<file path="src/rtl/mem_arb_pkg.sv">
// rtl/mem_arb_pkg.sv - shared types and constants for the IFU/LSU memory arbiter
// Contents: owner_e (which requester owns the in-flight transaction),
//           state_e (arbiter FSM states), BMASK_ALL (full-word byte lanes).
package mem_arb_pkg;

    typedef enum logic {
        OWN_IFU = 1'b0,
        OWN_LSU = 1'b1
    } owner_e;

    typedef enum logic [1:0] {
        S_IDLE  = 2'd0,
        S_ISSUE = 2'd1,
        S_WAIT  = 2'd2,
        S_RESP  = 2'd3
    } state_e;

    localparam logic [3:0] BMASK_ALL = 4'hF;

endpackage

</file>
<file path="src/rtl/mem_arb_timer.sv">
// rtl/mem_arb_timer.sv - response watchdog counter for the memory arbiter
// Ports: clk_i, rst_ni (sync, active-low), clr (zero the count),
//        en (count one cycle), expired (high while enabled and the count is TIMEOUT_CYC-1).
// The first enabled cycle after clr sees count 0, so expired fires on the
// TIMEOUT_CYC-th enabled cycle.
module mem_arb_timer #(
    parameter int TIMEOUT_CYC = 255
) (
    input  logic clk_i,
    input  logic rst_ni,
    input  logic clr,
    input  logic en,
    output logic expired
);

    localparam int              CW   = $clog2(TIMEOUT_CYC + 1);
    localparam logic [CW-1:0]   LAST = CW'(TIMEOUT_CYC - 1);

    logic [CW-1:0] count_q;

    always_ff @(posedge clk_i) begin
        if (!rst_ni) begin
            count_q <= '0;
        end else if (clr) begin
            count_q <= '0;
        end else if (en) begin
            count_q <= count_q + CW'(1);
        end
    end

    assign expired = en && (count_q == LAST);

endmodule

</file>
<file path="src/rtl/mem_arbiter.sv">
// rtl/mem_arbiter.sv - shares one single-port memory between the IFU and the LSU
// Ports: clk_i, rst_ni (sync, active-low);
//        IFU  : if_req_i, if_addr_i -> if_gnt_o, if_rvalid_o, if_rdata_o, if_err_o
//        LSU  : lsu_req_i, lsu_addr_i, lsu_wren_i, lsu_wdata_i, lsu_bmask_i
//               -> lsu_gnt_o, lsu_rvalid_o, lsu_rdata_o, lsu_err_o
//        MEM  : mem_req_o, mem_addr_o, mem_wren_o, mem_wdata_o, mem_bmask_o <- mem_rvalid_i, mem_rdata_i
//        busy_o : FSM not idle.
// Build option: MEM_ARB_RR_EN selects round-robin arbitration on ties
// (default: LSU has fixed priority).
module mem_arbiter
    import mem_arb_pkg::*;
#(
    parameter int ADDR_W      = 32,
    parameter int TIMEOUT_CYC = 255
) (
    input  logic              clk_i,
    input  logic              rst_ni,
    input  logic              if_req_i,
    input  logic [ADDR_W-1:0] if_addr_i,
    output logic              if_gnt_o,
    output logic              if_rvalid_o,
    output logic [31:0]       if_rdata_o,
    output logic              if_err_o,
    input  logic              lsu_req_i,
    input  logic [ADDR_W-1:0] lsu_addr_i,
    input  logic              lsu_wren_i,
    input  logic [31:0]       lsu_wdata_i,
    input  logic [3:0]        lsu_bmask_i,
    output logic              lsu_gnt_o,
    output logic              lsu_rvalid_o,
    output logic [31:0]       lsu_rdata_o,
    output logic              lsu_err_o,
    output logic              mem_req_o,
    output logic [ADDR_W-1:0] mem_addr_o,
    output logic              mem_wren_o,
    output logic [31:0]       mem_wdata_o,
    output logic [3:0]        mem_bmask_o,
    input  logic              mem_rvalid_i,
    input  logic [31:0]       mem_rdata_i,
    output logic              busy_o
);

    state_e state_q;
    owner_e owner_q;

    logic        pick_lsu;
    logic        grant_any;
    logic        timer_expired;
    logic        resp_done;
    logic        resp_err;
    logic [31:0] resp_data;

    // The memory is word addressed; byte offsets only matter through the lane mask.
    logic unused_addr_bits;
    assign unused_addr_bits = ^{if_addr_i[1:0], lsu_addr_i[1:0]};

`ifdef MEM_ARB_RR_EN
    owner_e last_owner_q;

    // On a tie the requester that did not own the previous transaction wins.
    assign pick_lsu = lsu_req_i && (!if_req_i || (last_owner_q == OWN_IFU));
`else
    assign pick_lsu = lsu_req_i;
`endif

    // Grants exist only in IDLE; gated by reset so every output is quiet while held in reset.
    assign grant_any = rst_ni && (state_q == S_IDLE) && (if_req_i || lsu_req_i);
    assign lsu_gnt_o = grant_any && pick_lsu;
    assign if_gnt_o  = grant_any && !pick_lsu;
    assign busy_o    = (state_q != S_IDLE);

    mem_arb_timer #(
        .TIMEOUT_CYC(TIMEOUT_CYC)
    ) u_timer (
        .clk_i   (clk_i),
        .rst_ni  (rst_ni),
        .clr     (state_q == S_ISSUE),
        .en      (state_q == S_WAIT),
        .expired (timer_expired)
    );

    // A real response beats the watchdog when both land in the same cycle.
    assign resp_done = (state_q == S_WAIT) && (mem_rvalid_i || timer_expired);
    assign resp_err  = !mem_rvalid_i;
    assign resp_data = (mem_rvalid_i && !mem_wren_o) ? mem_rdata_i : 32'h0;

    always_ff @(posedge clk_i) begin
        if (!rst_ni) begin
            state_q      <= S_IDLE;
            owner_q      <= OWN_IFU;
`ifdef MEM_ARB_RR_EN
            last_owner_q <= OWN_IFU;
`endif
            mem_req_o    <= 1'b0;
            mem_addr_o   <= '0;
            mem_wren_o   <= 1'b0;
            mem_wdata_o  <= '0;
            mem_bmask_o  <= '0;
            if_rvalid_o  <= 1'b0;
            if_rdata_o   <= '0;
            if_err_o     <= 1'b0;
            lsu_rvalid_o <= 1'b0;
            lsu_rdata_o  <= '0;
            lsu_err_o    <= 1'b0;
        end else begin
            mem_req_o <= 1'b0;
            case (state_q)
                S_IDLE: begin
                    if (lsu_gnt_o) begin
                        owner_q     <= OWN_LSU;
                        mem_req_o   <= 1'b1;
                        mem_addr_o  <= {lsu_addr_i[ADDR_W-1:2], 2'b00};
                        mem_wren_o  <= lsu_wren_i;
                        mem_wdata_o <= lsu_wdata_i;
                        mem_bmask_o <= lsu_bmask_i;
                        state_q     <= S_ISSUE;
                    end else if (if_gnt_o) begin
                        owner_q     <= OWN_IFU;
                        mem_req_o   <= 1'b1;
                        mem_addr_o  <= {if_addr_i[ADDR_W-1:2], 2'b00};
                        mem_wren_o  <= 1'b0;
                        mem_wdata_o <= '0;
                        mem_bmask_o <= BMASK_ALL;
                        state_q     <= S_ISSUE;
                    end
                end
                S_ISSUE: begin
                    state_q <= S_WAIT;
                end
                S_WAIT: begin
                    if (resp_done) begin
                        if (owner_q == OWN_LSU) begin
                            lsu_rvalid_o <= 1'b1;
                            lsu_rdata_o  <= resp_data;
                            lsu_err_o    <= resp_err;
                        end else begin
                            if_rvalid_o  <= 1'b1;
                            if_rdata_o   <= resp_data;
                            if_err_o     <= resp_err;
                        end
                        state_q <= S_RESP;
                    end
                end
                S_RESP: begin
                    if_rvalid_o  <= 1'b0;
                    if_rdata_o   <= '0;
                    if_err_o     <= 1'b0;
                    lsu_rvalid_o <= 1'b0;
                    lsu_rdata_o  <= '0;
                    lsu_err_o    <= 1'b0;
                    mem_addr_o   <= '0;
                    mem_wren_o   <= 1'b0;
                    mem_wdata_o  <= '0;
                    mem_bmask_o  <= '0;
`ifdef MEM_ARB_RR_EN
                    last_owner_q <= owner_q;
`endif
                    state_q      <= S_IDLE;
                end
                default: begin
                    state_q <= S_IDLE;
                end
            endcase
        end
    end

endmodule
</file>
<file path="config.mk">
export PLATFORM = sky130hd
export DESIGN_NAME = mem_arbiter
export DESIGN_NICKNAME = d
export VERILOG_FILES = /design/src/rtl/mem_arb_pkg.sv /design/src/rtl/mem_arb_timer.sv /design/src/rtl/mem_arbiter.sv
export SDC_FILE = /design/constraint.sdc
export NUM_CORES = 1
export LEC_CHECK = 0
export CAP_MARGIN = 40
export CORE_MARGIN = 8
export CORE_UTILIZATION = 45
export DETAILED_ROUTE_END_ITERATION = 12
export DONT_BUFFER_PORTS = 1
export PLACE_DENSITY = 0.58
export SLEW_MARGIN = 15
export SYNTH_ARGS = -nofsm -noshare
export SYNTH_HDL_FRONTEND = slang
export SYNTH_SLANG_ARGS = --single-unit
</file>
<file path="constraint.sdc">
create_clock -name clk_i -period 3.9 [get_ports clk_i]
set_input_delay 0.78 -clock clk_i [delete_from_list [all_inputs] [get_ports clk_i]]
set_output_delay 0.78 -clock clk_i [all_outputs]
set_load 0.03 [all_outputs]
</file>
==> results.md <==
* Die Span Y at 131 um
* CP arrival at 3.02 ns
* Status: finished clean
* Synth top area cells: dfxtp_1 50%, mux2i_1 12%, nand2_1 6.6%
* CTS-repair resized insts at 0
* P_leak at 2.54 nW
* Yosys warning total at 0
* Maxcap violations at 0
* Max-slew violation count at 0
* Hold buffer count at cts at 0
* Pre-antenna DRT Iters at 4
* Post-DP HPWL at 11.1 mm
* Initial Util at 45.3%
* DRC errors left at 0
* Initial antenna violation count at 1
* Main combinational cell family by area after synthesis: multiplexers
* Vias in the first global route at 4194
* Post-synthesis simple-gate area fraction at 12.9%
* Critical path origin: state_q[0]
* FILL cells at 1229
* Mean number of vias per cell at 5.37
* Sequential area share after synthesis at 49.8%
* Clock Sinks at 147
* IO buf count at 0
* Post-Synth Adder-Cell Area at 1.48%
* Critical Path Sink Type: flip-flop
* Gr usage total at 17.3%
* Die extent in x at 131 um
* Initial drt markers at 223
* P&R area growth vs syn at 9.56%
* CTS Buffer Depth at 2
* Grt total ovfl at 0
* Fin nets at 691
* Post-synthesis compound-gate area fraction at 11.5%
* First-pass GRT wire length at 22.7 mm
* Fmax at 0.372 GHz
* Ant diodes at 0
* Clk_lat worst skew at 0.41 ns
* RD Place Congestion at 0.763
* Layout cells sized above 1 at 14.5%
* H-tree depth at 4
* Hold_sp: lsu_wdata_i[11]
* Min Clock Period, post-route at 2.69 ns
* Ys async rst share at 0%
* Routed WL per cell at 20.3 um
* Multi-input gate area at 2630 um2
* Synth unique cells at 43
* CTS buffer count at 17
* Slew margin rel. at 53.6%
* Synthesized area per cell at 10.5 um2
* Hold Crit Class: in2reg
* Pwr dens at 759 nW/um2
* Max rail drop VDD at 0.363 mV
* Clk_skew at 0.00742 ns
* CTS tree: done
* DRT Wirelength at 14.9 mm
* Synth Register Bits at 147
* Number of setup buffers added after CTS at 0
* Worst path required time at 4.24 ns
* Root Driver: clkbuf_16
* XOR/XNOR share of the synthesized area at 0.890%
* Core Region at 13000 um2
* Die ar. at 17000 um2
* Largest net degree at the start of global routing at 113
* Cell area after synthesis at 5910 um2
* Final setup fails at 0
* Crit-path max FO at 24
* Register area at 2940 um2
* Period Utilization, post-route at 68.9%
* Synth Instances at 563
* Final Hold Fails at 0
* Rows at 42
* CTS clk-pin slew, worst paths at 0.06 ns
* Io pins at 279
* Post-synthesis mux area share at 17.2%
* Crit start category: flip-flop
* Unrepaired setup endpoints after global routing: no
* ANT nets after route at 0
* Post-synth EDFFs at 0
* Vias at 3947
* Tightest Pin Transition at 0.693 ns
* Area fraction of the dominant cell type after synthesis at 49.8%
* Cell type with the largest total area after synthesis: dfxtp_1
* Pwr Total at 0.00491 W
* Setup TNS at 0 ns
* WS Path Type: reg2reg
* Ys flop type: dfxtp_1
* Reg2reg start: state_q[0]
[placed cells by master, fill, tap and decap left out, types with 2 or more instances in the layout]
| cell type | synthesis | final |
|---|---|---|
| clkinv_2 | 0 | 3 |
| and3_1 | 2 | 2 |
| buf_4 | 3 | 6 |
| clkinv_4 | 0 | 4 |
| nand2_2 | 6 | 6 |
| nand3_1 | 2 | 2 |
| mux2_2 | 30 | 30 |
| bufinv_16 | 0 | 2 |
| a21oi_1 | 2 | 2 |
| clkbuf_1 | 16 | 2 |
| inv_1 | 7 | 7 |
| a21boi_0 | 4 | 4 |
| inv_6 | 0 | 2 |
| xor2_1 | 5 | 5 |
| clkbuf_8 | 4 | 2 |
| clkbuf_16 | 0 | 17 |
| nand4_1 | 3 | 3 |
| a22o_1 | 33 | 33 |
| ha_1 | 7 | 7 |
| conb_1 | 1 | 2 |
| dfxtp_1 | 147 | 147 |
| o21ai_0 | 9 | 9 |
| nor2b_1 | 30 | 30 |
| a22oi_1 | 30 | 30 |
| nand2b_1 | 2 | 2 |
| nor2_1 | 12 | 11 |
| mux2i_1 | 68 | 68 |
| nand2_1 | 104 | 104 |
[through the flow]
step	setup WS (ns)	utilization (%)	hold slack (ns)	cells	cell area (um2)
2_1_floorplan	1.53	-	0.448	564	5910
3_3_place_gp	1.34	45.0	0.476	702	5870
3_5_place_dp	1.24	45.1	0.491	703	5880
4_1_cts	1.19	49.6	0.475	735	6470
5_1_grt	1.07	49.6	0.475	735	6470
6_report	1.21	49.6	0.497	735	6470
[cell type report]
class	instances	share of cell area, %
Sequential cell	147	45.5
Multi-Input combinational cell	366	40.7
Clock buffer	21	7.12
Tap cell	176	3.40
Clock inverter	11	1.97
Timing Repair Buffer	7	0.928
Inverter	7	0.406
[cells in the mapped netlist (2+ instances only)]
cell and count:
and3_1 2, a21boi_0 4, inv_1 7, buf_1 2, mux2_2 30, ha_1 7
a211oi_1 2, clkbuf_1 16, a22oi_1 30, nand4_1 3, xor2_1 5, mux2i_1 68
nand2_1 104, nor2b_1 30, buf_12 3, buf_2 8, nand3_1 2, nand2b_1 2
o21ai_0 9, nand2_2 6, a22o_1 33, dfxtp_1 147, nor2_1 12, buf_6 6
buf_4 3, clkbuf_8 4, a21oi_1 2
[worst max-delay path, stage by stage, from the launching register on]
cell and delay (ns):
dfxtp_1 0.34, inv_1 0.12, ha_1 0.45, or2b_1 0.30, a41oi_2 0.32, a211o_2 0.37
buf_4 0.46, mux2i_1 0.25
[power breakdown]
part	switching [W]	internal (W)
clock	0.000607	0.000980
sequential	0.000627	0.00174
combinational	0.000549	0.000403
[state kept, by name, indices dropped and copies added (netlist names), 2 cells and up]
register,count
lsu_rdata_o,32
mem_addr_o,30
state_q,2
mem_wdata_o,32
if_rdata_o,32
mem_bmask_o,4
u_timer.count_q,8
[cell families (layout without fill, tap and decap cells)]
kind of cell,Yosys count,in the layout
buffers and inverters,51,46
and+or+nand+nor,167,167
AOI/OAI and AO/OA,86,86
xor gates and xnor gates,6,6
DFF,147,147
other,1,2
adders and majority gates,7,7
muxes,98,98
[final timing paths]
| path | slack, ns | cells past startpoint | endpoint |
|---|---|---|---|
| hold / removal | 0.50 | 1 | mem_wdata_o[11] |
| setup / recovery | 1.21 | 7 | if_rdata_o[14] |
| hold reg to reg | 0.50 | 2 | lsu_err_o |
| setup reg to reg | 1.21 | 7 | if_rdata_o[14] |
[metal layers]
metal | vias up | global-route usage (%) | part of all wire (%)
met4 | 2 | 7.77 | 1.6
met2 | 165 | 29.7 | 50
met1 | 1851 | 17.3 | 37
met3 | 23 | 8.81 | 12
met5 | - | 0 | 0.087
li1 | 1906 | - | -
(Power assumes the default switching activity.)
